===== src/rtl/game_flow_ctrl.sv =====
// game_flow_ctrl: IDLE/PLAY/PAUSE/FINISH sequencing, game tick divider,
// remaining-time countdown, saturating BCD score and the Row1 display cells.
module game_flow_ctrl #(
  parameter int TICK_DIV     = 100000000,
  parameter int GAME_TICKS   = 15,
  parameter int SCORE_DIGITS = 4,
  parameter int COLS         = 8,
  parameter int CELL_W       = 5,
  parameter int DARK_IDX     = 31
) (
  input  logic                      clk,
  input  logic                      rst,
  input  logic                      en,
  input  logic                      pause_btn,
  input  logic                      hit_valid,
  input  logic [3:0]                hit_points,
  output logic [1:0]                state,
  output logic                      playing,
  output logic                      game_tick,
  output logic [6:0]                time_left,
  output logic [4*SCORE_DIGITS-1:0] score_bcd,
  output logic [COLS*CELL_W-1:0]    ScoreRow,
  output logic                      finished,
  output logic                      finish_pulse
);

  localparam int CNT_W   = $clog2(TICK_DIV);
  localparam int SCORE_W = 4 * SCORE_DIGITS;
  localparam int ROW_W   = COLS * CELL_W;

  localparam logic [CNT_W-1:0]   CNT_MAX   = CNT_W'(TICK_DIV - 1);
  localparam logic [6:0]         TL_LOAD   = 7'(GAME_TICKS);
  localparam logic [SCORE_W-1:0] ALL_NINES = {SCORE_DIGITS{4'h9}};

  typedef enum logic [1:0] {
    ST_IDLE   = 2'd0,
    ST_PLAY   = 2'd1,
    ST_PAUSE  = 2'd2,
    ST_FINISH = 2'd3
  } state_t;

  state_t             cur_st, nxt_st;
  logic               en_q, pause_q;
  logic               en_rise, pause_rise;
  logic               reload;
  logic               count_en, cnt_at_max, last_tick;
  logic [CNT_W-1:0]   cnt;
  logic [SCORE_W-1:0] score_q, score_add, digit_acc;
  logic [4:0]         digit_sum;
  logic [3:0]         carry;

  // Builds one display row: time-left digits in cells 0/1, score digits in the
  // rightmost cells (MS digit leftmost), everything else blank. Idle hides score.
  function automatic logic [ROW_W-1:0] compose_row(input logic               idle,
                                                   input logic [6:0]         tl,
                                                   input logic [SCORE_W-1:0] sc);
    logic [ROW_W-1:0] row;
    logic [6:0]       tens, units;
    row   = {COLS{CELL_W'(DARK_IDX)}};
    tens  = tl / 7'd10;
    units = tl % 7'd10;
    row[ROW_W-CELL_W   +: CELL_W] = CELL_W'(tens);
    row[ROW_W-2*CELL_W +: CELL_W] = CELL_W'(units);
    if (!idle) begin
      for (int d = 0; d < SCORE_DIGITS; d++) begin
        row[d*CELL_W +: CELL_W] = CELL_W'(sc[4*d +: 4]);
      end
    end
    return row;
  endfunction

  assign en_rise    = en & ~en_q;
  assign pause_rise = pause_btn & ~pause_q;

  // Restart and pause pre-empt counting: the cycle they act on neither advances
  // the divider nor scores, so a tick due on that cycle fires once play resumes.
  assign count_en   = (cur_st == ST_PLAY) & ~en_rise & ~pause_rise;
  assign cnt_at_max = (cnt == CNT_MAX);
  assign game_tick  = count_en & cnt_at_max;
  assign last_tick  = game_tick & (time_left == 7'd1);

  assign state     = cur_st;
  assign playing   = (cur_st == ST_PLAY);
  assign finished  = (cur_st == ST_FINISH);
  assign score_bcd = score_q;

  // Input edge-detect history.
  always_ff @(posedge clk or negedge rst) begin
    // NOTE: sequential state uses non-blocking assignments so every register
    // samples pre-edge values regardless of block ordering.
    if (!rst) begin
      // Reset high so a button already held through reset does not register.
      en_q    <= 1'b1;
      pause_q <= 1'b1;
    end else begin
      en_q    <= en;
      pause_q <= pause_btn;
    end
  end

  // State register.
  always_ff @(posedge clk or negedge rst) begin
    if (!rst) cur_st <= ST_IDLE;
    else      cur_st <= nxt_st;
  end

  // Next-state and reload decode; en_rise beats pause_rise beats tick.
  always_comb begin
    // NOTE: defaults first so no path leaves an output unassigned (no latches).
    nxt_st = cur_st;
    reload = 1'b0;
    unique case (cur_st)
      ST_IDLE: begin
        if (en_rise) begin
          nxt_st = ST_PLAY;
          reload = 1'b1;
        end
      end
      ST_PLAY: begin
        if (en_rise) begin
          nxt_st = ST_PLAY;
          reload = 1'b1;
        end else if (pause_rise) begin
          nxt_st = ST_PAUSE;
        end else if (last_tick) begin
          nxt_st = ST_FINISH;
        end
      end
      ST_PAUSE: begin
        if (en_rise) begin
          nxt_st = ST_PLAY;
          reload = 1'b1;
        end else if (pause_rise) begin
          nxt_st = ST_PLAY;
        end
      end
      ST_FINISH: begin
        if (en_rise) begin
          nxt_st = ST_PLAY;
          reload = 1'b1;
        end
      end
      default: nxt_st = ST_IDLE;
    endcase
  end

  // BCD add of the clamped hit value with digit-to-digit carry; saturate on overflow.
  always_comb begin
    // NOTE: blocking assignments here let carry ripple through the loop in order.
    digit_acc = '0;
    digit_sum = '0;
    carry     = (hit_points > 4'd9) ? 4'd9 : hit_points;
    for (int i = 0; i < SCORE_DIGITS; i++) begin
      digit_sum = 5'(score_q[4*i +: 4]) + 5'(carry);
      if (digit_sum > 5'd9) begin
        digit_acc[4*i +: 4] = 4'(digit_sum - 5'd10);
        carry               = 4'd1;
      end else begin
        digit_acc[4*i +: 4] = digit_sum[3:0];
        carry               = 4'd0;
      end
    end
    score_add = (carry != 4'd0) ? ALL_NINES : digit_acc;
  end

  // Divider, countdown and score; reload wins over any same-cycle tick or hit.
  always_ff @(posedge clk or negedge rst) begin
    if (!rst) begin
      cnt       <= '0;
      time_left <= TL_LOAD;
      score_q   <= '0;
    end else if (reload) begin
      cnt       <= '0;
      time_left <= TL_LOAD;
      score_q   <= '0;
    end else if (count_en) begin
      cnt <= cnt_at_max ? '0 : cnt + CNT_W'(1);
      if (cnt_at_max) time_left <= time_left - 7'd1;
      if (hit_valid)  score_q   <= score_add;
    end
  end

  // One-cycle flag on the first FINISH cycle.
  always_ff @(posedge clk or negedge rst) begin
    if (!rst) finish_pulse <= 1'b0;
    else      finish_pulse <= last_tick;
  end

  // Display row, registered one cycle behind its sources.
  always_ff @(posedge clk or negedge rst) begin
    if (!rst) ScoreRow <= compose_row(1'b1, TL_LOAD, '0);
    else      ScoreRow <= compose_row(cur_st == ST_IDLE, time_left, score_q);
  end

endmodule


===== config.mk =====
export PLATFORM = sky130hd
export DESIGN_NAME = game_flow_ctrl
export DESIGN_NICKNAME = d
export VERILOG_FILES = /design/src/rtl/game_flow_ctrl.sv
export SDC_FILE = /design/constraint.sdc
export NUM_CORES = 1
export LEC_CHECK = 0
export BUFFER_PORTS_ARGS = -buffer_cell sky130_fd_sc_hd__clkbuf_2
export CORE_UTILIZATION = 40
export CTS_BUF_LIST = sky130_fd_sc_hd__clkbuf_16
export CTS_CLUSTER_DIAMETER = 80
export DETAILED_ROUTE_END_ITERATION = 12
export PLACE_DENSITY_LB_ADDON = 0.2
export SLEW_MARGIN = 20
export SYNTH_ARGS = -nofsm -noshare
export SYNTH_HDL_FRONTEND = slang
export SYNTH_SLANG_ARGS = --single-unit

===== constraint.sdc =====
create_clock -name clk -period 6.4 [get_ports clk]
set_input_delay 0 -clock clk [delete_from_list [all_inputs] [get_ports clk]]
set_output_delay 0 -clock clk [all_outputs]
set_load 0.05 [all_outputs]

==> flow_metrics.tcl, run 1 <==
set metrics [dict create \
    yosysMostFrequentCell "dfrtp_1" \
    tritoncts "built" \
    syn_inst 494 \
    vdd_ir_drop_max_uv 278 \
    antenna_cells 0 \
    drive_above_1_share_pct 24.6 \
    clk_pin_slew_worst_paths_ps 70 \
    hold_path.class "in -> reg" \
    max_freq_mhz 172 \
    yosysTopAreaCell "dfrtp_1" \
    drt_iter0_drc 184 \
    finalCriticalPeriod_ps 5810 \
    synth_top_area_share_pct 29.8 \
    io_buffer_count 66 \
    cts_root_buffer "clkbuf_16" \
    core_sq_um 11000 \
    io_pins 78 \
    postRouteWirelength_um 10200 \
    area_delta_synth_final_pct 14.7 \
    ys_warn_count 0 \
    grt_antenna_before_repair 0 \
    syn_avg_cell_area_sq_um 9.35 \
    synth_commonest_cells "dfrtp_1 (55), nand2_1 (51), o21ai_0 (40)" \
    r2r-start "score_bcd[0]" \
    synthArstFlopShare_pct 100 \
    synth_edf_count 0 \
    start_util_pct 41.9 \
    post_cts_buffers 0 \
    tightestPinTransition_ps 1080 \
    grt.overflow.total 0 \
    die_w_um 109 \
    clk_path_buf_depth 2 \
    grt.total_usage_pct 18.6 \
    p_total_mw 1.96 \
    grt_pass1_wl_um 17200 \
    report.final.slew_viol_count 0 \
    status "finished, final reports clean" \
    r2r_end "score_bcd[14]" \
    ctsHtreeMaxLevel 3 \
    fill_cells 1047 \
    reg2reg_slack_ps 590 \
    grt_pass1_vias 3604 \
    drt_pass1_iterations 6 \
    finClkSkew_ps 7.76 \
    powerDensity_nw_per_um2 370 \
    cp_data_arrival_time_ps 6070 \
    maxSlewHeadroom_pct 27.6 \
    timing.final.crit_share_pct 90.8 \
    vias 3750 \
    final.setup.tns_ps 0 \
    insertion_delay_ps 340 \
    p_leak_nw 2.41 \
    wl_per_cell_um 14.7 \
    layout.nets 580 \
    path_class "reg -> reg" \
    cap_viol_max_count 0 \
    finalHoldViolCount 0 \
    crit_fanout 10 \
    dpl.hpwl_um 6990 \
    ys_ff_latch 81 \
    row_count 38 \
    die_y_um 109 \
    post-route-drc-count 0 \
    clock_sinks 81 \
    hold_end "score_bcd[0]" \
    worstHoldStart "hit_points[0]" \
    ant_nets 0 \
    ys_seq_area_share_pct 44.6 \
    setup_viol 0 \
    cts_buffers 9 \
    synth_flop_cell "dfrtp_1" \
    end_kind "register" \
    viasPerCell 5.42 \
    grt_max_degree 82 \
    rsz0062_at_grt "false" \
    hold_depth 5 \
    place_congestion 0.786 \
    yosys-top-cells-area "dfrtp_1 (30%), dfstp_2 (15%), ha_1 (6.2%)" \
    synth_cell_types 61 \
    worst_r2r_path_depth 26 \
    die_area_sq_um 12000 \
    worstSetupStartpointType "register" \
    syn_area_sq_um 4620 \
    required_ps 6660 \
]
[worst max path at each step]
stage	startpoint	endpoint	slack, ps	cells past startpoint
floorplan	score_bcd[0]	score_bcd[2]	410	25
global placement	score_bcd[0]	score_bcd[3]	670	25
detailed placement	score_bcd[1]	score_bcd[14]	450	25
CTS	score_bcd[0]	score_bcd[14]	430	26
global route	score_bcd[0]	score_bcd[14]	140	26
finish	score_bcd[0]	score_bcd[14]	590	26
[per-layer routing]
layer / vias up / GRT usage, % / routed length (um)
li1: 1846 / - / -
met1: 1793 / 23.5 / 4700
met5: - / 0 / 0
met2: 91 / 30.8 / 4810
met4: 0 / 7.71 / 224
met3: 20 / 4.09 / 448
[power breakdown]
part           total [mW]  internal, mW  switching [mW]
registers           0.661         0.611          0.0502
logic               0.781         0.216           0.565
clock network       0.516         0.301           0.215
total                1.96          1.13           0.830
[registers in the layout (all words and copies together), names as in the netlist]
name	cells
score_bcd	16
ScoreRow	26
pause_q	1
time_left	7
en_q	1
state	2
finish_pulse	1
cnt	27
[critical path, cell delays in order (launching register included)]
cell,delay (ps)
dfrtp_1,380
ha_1,180
inv_1,50
fa_1,390
xor2_1,330
and2_1,220
o21ai_0,90
ha_1,220
ha_1,330
inv_1,110
a21oi_1,140
o22ai_1,90
a21oi_1,330
ha_1,240
ha_1,300
nand3b_1,170
o22ai_1,90
a21oi_1,360
ha_1,290
ha_1,260
nand2b_1,140
a31oi_1,170
nor3_1,70
buf_4,170
nor2_2,350
nand2_1,90
o21ai_0,150
[cell type report]
class | count | area, sq um | area share, %
Clock buffer | 9 | 225 | 4.25
Clock inverter | 7 | 70.1 | 1.32
Inverter | 17 | 63.8 | 1.20
Multi-Input combinational cell | 367 | 2320 | 43.8
Sequential cell | 81 | 2060 | 38.9
Tap cell | 140 | 175 | 3.31
Timing Repair Buffer | 71 | 382 | 7.20
[logic make-up after synthesis]
kind of cell	share of synthesized area, %
other cells	0.163
mux	1.30
simple gates	20.3
fa+ha+maj	6.88
buf+inv	5.91
compound gates	17.6
xor+xnor	3.22
flops	44.6
[through the flow]
step	instance area, sq um	setup WS (ps)	util, %	hold slack, ps	cells
finish	5300	587	48.0	172	692
global route	5300	144	48.0	230	692
CTS	5290	426	48.0	194	692
detailed placement	4970	454	45.0	110	673
global placement	4970	675	45.0	104	673
floorplan	4650	405	-	-296	503
[layout by cell type, fill, tap and decap left out, types with 6 or more instances in the layout]
cell type   n
clkbuf_2   65
dfrtp_1    55
nand2_1    51
o21ai_0    40
nor2_1     33
dfstp_2    26
a21oi_1    24
ha_1       23
inv_1      17
or2_2      17
nand3_1    17
nor3_1     14
conb_1     11
nand2b_1   10
xnor2_1    10
a31oi_1    10
clkbuf_16   9
o22ai_1     8
xor2_1      7
nand4_1     7
a21o_1      6
mux2i_1     6
o31ai_1     6
a22o_1      6
[repair_timing]
action	in CTS	in global routing
hold endpoints to repair	57	0
hold buffers	3	0
resized for setup	0	1
setup endpoints to repair	0	7
(Power assumes the default switching activity.)
==> run 2: changes to the inputs <==
--- a/config.mk
+++ b/config.mk
@@ -5,12 +5,13 @@
 export SDC_FILE = /design/constraint.sdc
 export NUM_CORES = 1
 export LEC_CHECK = 0
+export ABC_AREA = 1
 export BUFFER_PORTS_ARGS = -buffer_cell sky130_fd_sc_hd__clkbuf_2
 export CORE_UTILIZATION = 40
 export CTS_BUF_LIST = sky130_fd_sc_hd__clkbuf_16
 export CTS_CLUSTER_DIAMETER = 80
 export DETAILED_ROUTE_END_ITERATION = 12
-export PLACE_DENSITY_LB_ADDON = 0.2
+export PLACE_DENSITY_LB_ADDON = 0.05
 export SLEW_MARGIN = 20
 export SYNTH_ARGS = -nofsm -noshare
 export SYNTH_HDL_FRONTEND = slang
==> flow_metrics.tcl, run 2 <==
set metrics [dict create \
    cap_viol_max_count 0 \
    vdd_ir_drop_max_uv 250 \
    die_y_um 110 \
    hold_path.class "in -> reg" \
    synth-compound-area-share_pct 10.4 \
    ctsHtreeMaxLevel 3 \
    p_leak_nw 2.68 \
    maxSlewHeadroom_pct 50.4 \
    io_buffer_count 66 \
    area_delta_synth_final_pct 15.3 \
    path_common_cell "nand2_1" \
    worstSetupStartpointType "register" \
    final.setup.tns_ps 0 \
    insertion_delay_ps 340 \
    met1_length_um 5100 \
    p_total_mw 1.91 \
    post_cts_buffers 0 \
    wl_per_cell_um 13.5 \
    end_kind "register" \
    drt_iter0_drc 185 \
    drive_above_1_share_pct 23.5 \
    mostFrequentLayoutCell "nand2_1" \
    cp_data_arrival_time_ps 5590 \
    slowest_delay_ps 370 \
    ys_ff_latch 81 \
    finalCriticalPeriod_ps 5320 \
    synth_edf_count 0 \
    fill_cells 1070 \
    synth_simple_gate_area_share_pct 23.9 \
    syn_avg_cell_area_sq_um 8.37 \
    synth_flop_cell "dfrtp_1" \
    finalHoldViolCount 0 \
    synth_adder_area_share_pct 6.63 \
    wl_met3_um 405 \
    io_pins 78 \
    core_sq_um 11100 \
    ys_seq_area_share_pct 44.4 \
    grt_pass1_vias 3531 \
    wl_met2_um 4630 \
    grt.overflow.total 0 \
    muxShareOfSynthArea_pct 0 \
    tightestPinTransition_ps 744 \
    synthArstFlopShare_pct 100 \
    row_count 38 \
    fin_area_sq_um 5350 \
    synth_top_family_by_area "simple AND/OR/NAND/NOR gates" \
    reg2reg_slack_ps 1080 \
    yosys-top-cells-area "dfrtp_1 (30%), dfstp_2 (15%), nand2_1 (8.7%)" \
    layout.nets 654 \
    multi_input_area_sq_um 2140 \
    register_area_sq_um 2060 \
    worst_r2r_path_depth 33 \
    r2r-start "score_bcd[0]" \
    cts-resized-gates 0 \
    top_register "cnt" \
    start_util_pct 41.9 \
    dpl.hpwl_um 7560 \
    grt_pass1_wl_um 17400 \
    timing.final.crit_share_pct 83.2 \
    largest_reg_flops 27 \
    grt_antenna_before_repair 0 \
    placed_area_sq_um 5040 \
    setup_viol 0 \
    post-route-drc-count 0 \
    antenna_cells 0 \
    synth_top_area_share_pct 29.7 \
    fin_hold_ws_ps 91.5 \
    syn_inst 554 \
    place_congestion 0.835 \
    path_class "reg -> reg" \
    top_layer_used "met4" \
    clk_pin_slew_worst_paths_ps 60 \
    ys_warn_count 0 \
    yosysMostFrequentCell "nand2_1" \
    postRouteWirelength_um 10300 \
    final_cell_mix "nand2_1 (108), inv_1 (83), clkbuf_2 (65)" \
    status "finished, final reports clean" \
    vias 3767 \
    viasPerCell 4.92 \
    grt_max_degree 82 \
    rsz0062_at_grt "false" \
    clk_path_buf_depth 2 \
    ant_nets 0 \
    tritoncts "built" \
    grt.total_usage_pct 19.0 \
    synth_cell_types 41 \
    slowest_stage "dfrtp_1" \
    cts_buffers 9 \
    powerDensity_nw_per_um2 357 \
    hold_depth 4 \
    finClkSkew_ps 5.57 \
    cts_root_buffer "clkbuf_16" \
    crit_start "score_bcd[0]" \
    clock_sinks 81 \
    drt_pass1_iterations 4 \
    syn_area_sq_um 4640 \
    report.final.slew_viol_count 0 \
    synth-xor-area-share_pct 4.34 \
    ctsHoldBuffers 3 \
    crit_fanout 5 \
    yosysTopAreaCell "dfrtp_1" \
    required_ps 6660 \
    max_freq_mhz 188 \
    die_area_sq_um 12000 \
    die_w_um 110 \
    worstHoldStart "hit_valid" \
    synth_commonest_cells "nand2_1 (108), inv_1 (80), dfrtp_1 (55)" \
]
==> run 2: worst max-delay path, delay by kind of cell, from the launching register on <==
| family | cells | cell delay [ps] |
|---|---|---|
| adders and majority gates | 8 | 1770 |
| and+or+nand+nor | 10 | 1380 |
| AOI/OAI and AO/OA | 6 | 740 |
| buffers and inverters | 7 | 640 |
| DFF | 1 | 370 |
| xor gates and xnor gates | 2 | 360 |
==> run 2: layer usage <==
| layer | vias up | global-route usage (%) |
|---|---|---|
| li1 | 1912 | - |
| met1 | 1768 | 26.6 |
| met2 | 73 | 28.6 |
| met3 | 14 | 3.73 |
| met4 | 0 | 8.10 |
| met5 | - | 0 |
==> run 2: kinds of logic after synthesis <==
| family | count (synthesis) |
|---|---|
| DFF | 81 |
| other | 2 |
| AOI/OAI and AO/OA | 87 |
| buffers and inverters | 110 |
| xor gates and xnor gates | 23 |
| and+or+nand+nor | 227 |
| adders and majority gates | 24 |
==> run 2: layout make-up <==
cell class,count,area share [%]
multi-input cells,372,40.0
well taps,140,3.27
repair buffers,69,6.85
clock inverters,7,1.03
clock buffers,9,4.21
flip-flops and latches,81,38.5
inverters,88,6.17
==> run 2: worst paths after layout <==
check / end
worst max register to register: score_bcd[6]
min in group asynchronous: score_bcd[7]
max in group asynchronous: cnt[1]
worst min register to register: ScoreRow[30]
worst min-delay path: score_bcd[3]
worst max-delay path: score_bcd[6]
==> run 2: stage by stage <==
step	cells	setup slack, ps	util, %
after CTS	766	1080	48.3
after global placement	747	1440	45.5
after floorplan	563	1370	-
after detailed placement	747	1090	45.5
final	766	1080	48.3
after global routing	766	476	48.3
==> run 2: power by group <==
group          switching (mW)  leakage, nW  internal, mW
clock network           0.206        0.150         0.295
logic                   0.577         1.50         0.154
registers              0.0472         1.03         0.629
==> run 3: changes to the inputs <==
==> constraint.sdc (replaced) <==
create_clock -name clk -period 5.2 [get_ports clk]
set_input_delay 0 -clock clk [delete_from_list [all_inputs] [get_ports clk]]
set_output_delay 0 -clock clk [all_outputs]
set_load 0.05 [all_outputs]
==> flow_metrics.tcl, run 3 (synthesis gave the netlist of run 2 again) <==
set metrics [dict create \
    status "finished, final reports clean" \
    insertion_delay_ps 350 \
    crit_fanout 5 \
    finalHoldViolCount 0 \
    p_int_mw 1.33 \
    p_total_mw 2.36 \
    die_w_um 110 \
    drive_above_1_share_pct 26.1 \
    cp_num_cells 33 \
    powerDensity_nw_per_um2 434 \
    core_sq_um 11100 \
    grt.overflow.total 0 \
    setup_viol 0 \
    slowest_delay_ps 370 \
    p_leak_nw 2.68 \
    path_class "reg -> reg" \
    grt_max_degree 82 \
    cap_viol_max_count 0 \
    fin_hold_ws_ps 120 \
    combPwrFrac_pct 38.5 \
    timing.final.crit_share_pct 93.2 \
    postRouteWirelength_um 10600 \
    rsz0062_at_grt "false" \
    mostFrequentLayoutCell "nand2_1" \
    io_buffer_count 66 \
    worst_r2r_path_depth 33 \
    clkPwrFrac_pct 26.2 \
    clk_path_buf_depth 2 \
    vias 3827 \
    grt_pass1_vias 3517 \
    finalCriticalPeriod_ps 4850 \
    vdd_ir_drop_max_uv 325 \
    dpl.hpwl_um 7590 \
    max_freq_mhz 206 \
    hold_path.class "in -> reg" \
    grt_pass1_wl_um 17300 \
    place_congestion 0.835 \
    largest_reg_flops 27 \
    cp_data_arrival_time_ps 5110 \
    antenna_cells 0 \
    hold_depth 5 \
    layout.nets 656 \
    drt_pass1_iterations 5 \
    wl_per_cell_um 13.7 \
    seqPwrFrac_pct 35.3 \
    drt_iter0_drc 222 \
    pre_cts_ws_ps -114 \
    die_area_sq_um 12000 \
    tritoncts "built" \
    start_util_pct 41.9 \
    report.final.slew_viol_count 0 \
    grt_antenna_before_repair 0 \
    slowest_stage "dfrtp_1" \
    row_count 38 \
    end_kind "register" \
    finClkSkew_ps 7.32 \
    viasPerCell 4.98 \
    area_delta_synth_final_pct 17.1 \
    r2r_end "score_bcd[6]" \
    cts_buffers 9 \
    clock_sinks 81 \
    fin_ws_ps 354 \
    hold_end "score_bcd[13]" \
    maxSlewHeadroom_pct 50.3 \
    clk_pin_slew_worst_paths_ps 60 \
    path_common_cell "inv_1" \
    worstSetupStartpointType "register" \
    tightestPinTransition_ps 746 \
    die_y_um 110 \
    post-route-drc-count 0 \
    io_pins 78 \
    ctsHtreeMaxLevel 3 \
    switchingPower_mw 1.03 \
    required_ps 5470 \
    cts_root_buffer "clkbuf_16" \
    top_register "cnt" \
    worstPathBufferInverterCount 7 \
    cpLargestDelayFamily "adder cells" \
    switching_share_pct 43.6 \
    grt.total_usage_pct 19.1 \
    reg2reg_slack_ps 350 \
    ant_nets 0 \
    worstHoldStart "hit_valid" \
    r2r-start "score_bcd[0]" \
    final_cell_mix "nand2_1 (104), inv_1 (81), clkbuf_2 (65)" \
]
run 3: cell types whose count changed in the layout (fill, tap and decap cells not counted), moves of 3 or more:
cell,change
ha_2,+3
ha_1,-5
nand2_1,-4
nand2_2,+4
run 3: how the worst max path moves through the flow:
stage          slack [ps]         start      endpoint
2_1_floorplan         170  score_bcd[0]  score_bcd[6]
4_1_cts                 2  score_bcd[0]  score_bcd[6]
5_1_grt                20  score_bcd[0]  score_bcd[6]
3_5_place_dp         -110  score_bcd[0]  score_bcd[6]
6_report              350  score_bcd[0]  score_bcd[6]
3_3_place_gp          240  score_bcd[0]  score_bcd[6]
run 3: what timing repair did:
action / CTS / global route
gates resized for setup: 2 / 17
setup endpoints to repair: 1 / 15
buffers inserted: 0 / 2
hold buffers: 3 / 0
pin swaps: 1 / 3
endpoints found under the hold margin: 57 / 0
run 3: per-stage QoR:
stage	instance area [sq um]	TNS (ps)	utilization (%)	cells
after global placement	5040	0	45.5	747
after CTS	5350	0	48.3	766
after floorplan	4670	0	-	563
after detailed placement	5040	-114	45.5	747
final	5430	0	49.0	768
after global routing	5430	0	49.0	768
run 3: tightest hold or removal path, cell delays in order:
cell      delay [ps]
clkbuf_2          90
nand2_1          130
nor2_4            60
nand2_1           50
o21ai_0           80
run 3: layout make-up:
cell class | instances | area [sq um]
clock buffer | 9 | 225
clock inverter | 7 | 55.1
fill | 1075 | 5650
inverter | 88 | 330
multi-input combinational | 372 | 2200
sequential | 81 | 2060
tap | 140 | 175
timing repair buffer | 71 | 382
run 3: layer usage:
| metal | vias to the layer above | GRT usage, % | part of all wire (%) |
|---|---|---|---|
| met5 | - | 0 | 0 |
| met4 | 0 | 9.14 | 1.9 |
| met3 | 11 | 3.91 | 4.0 |
| met2 | 70 | 29.1 | 46 |
| met1 | 1827 | 26.0 | 48 |
| li1 | 1919 | - | - |
run 3: power groups by stage:
| stage | Sequential (mW) | Clock (mW) | Combinational [mW] |
|---|---|---|---|
| 2_1_floorplan | 1.15 | 0 | 0.408 |
| 3_3_place_gp | 0.842 | 0 | 0.908 |
| 3_5_place_dp | 0.846 | 0 | 0.904 |
| 4_1_cts | 0.834 | 0.635 | 0.910 |
| 5_1_grt | 0.847 | 0.662 | 0.992 |
| 6_report | 0.833 | 0.617 | 0.909 |
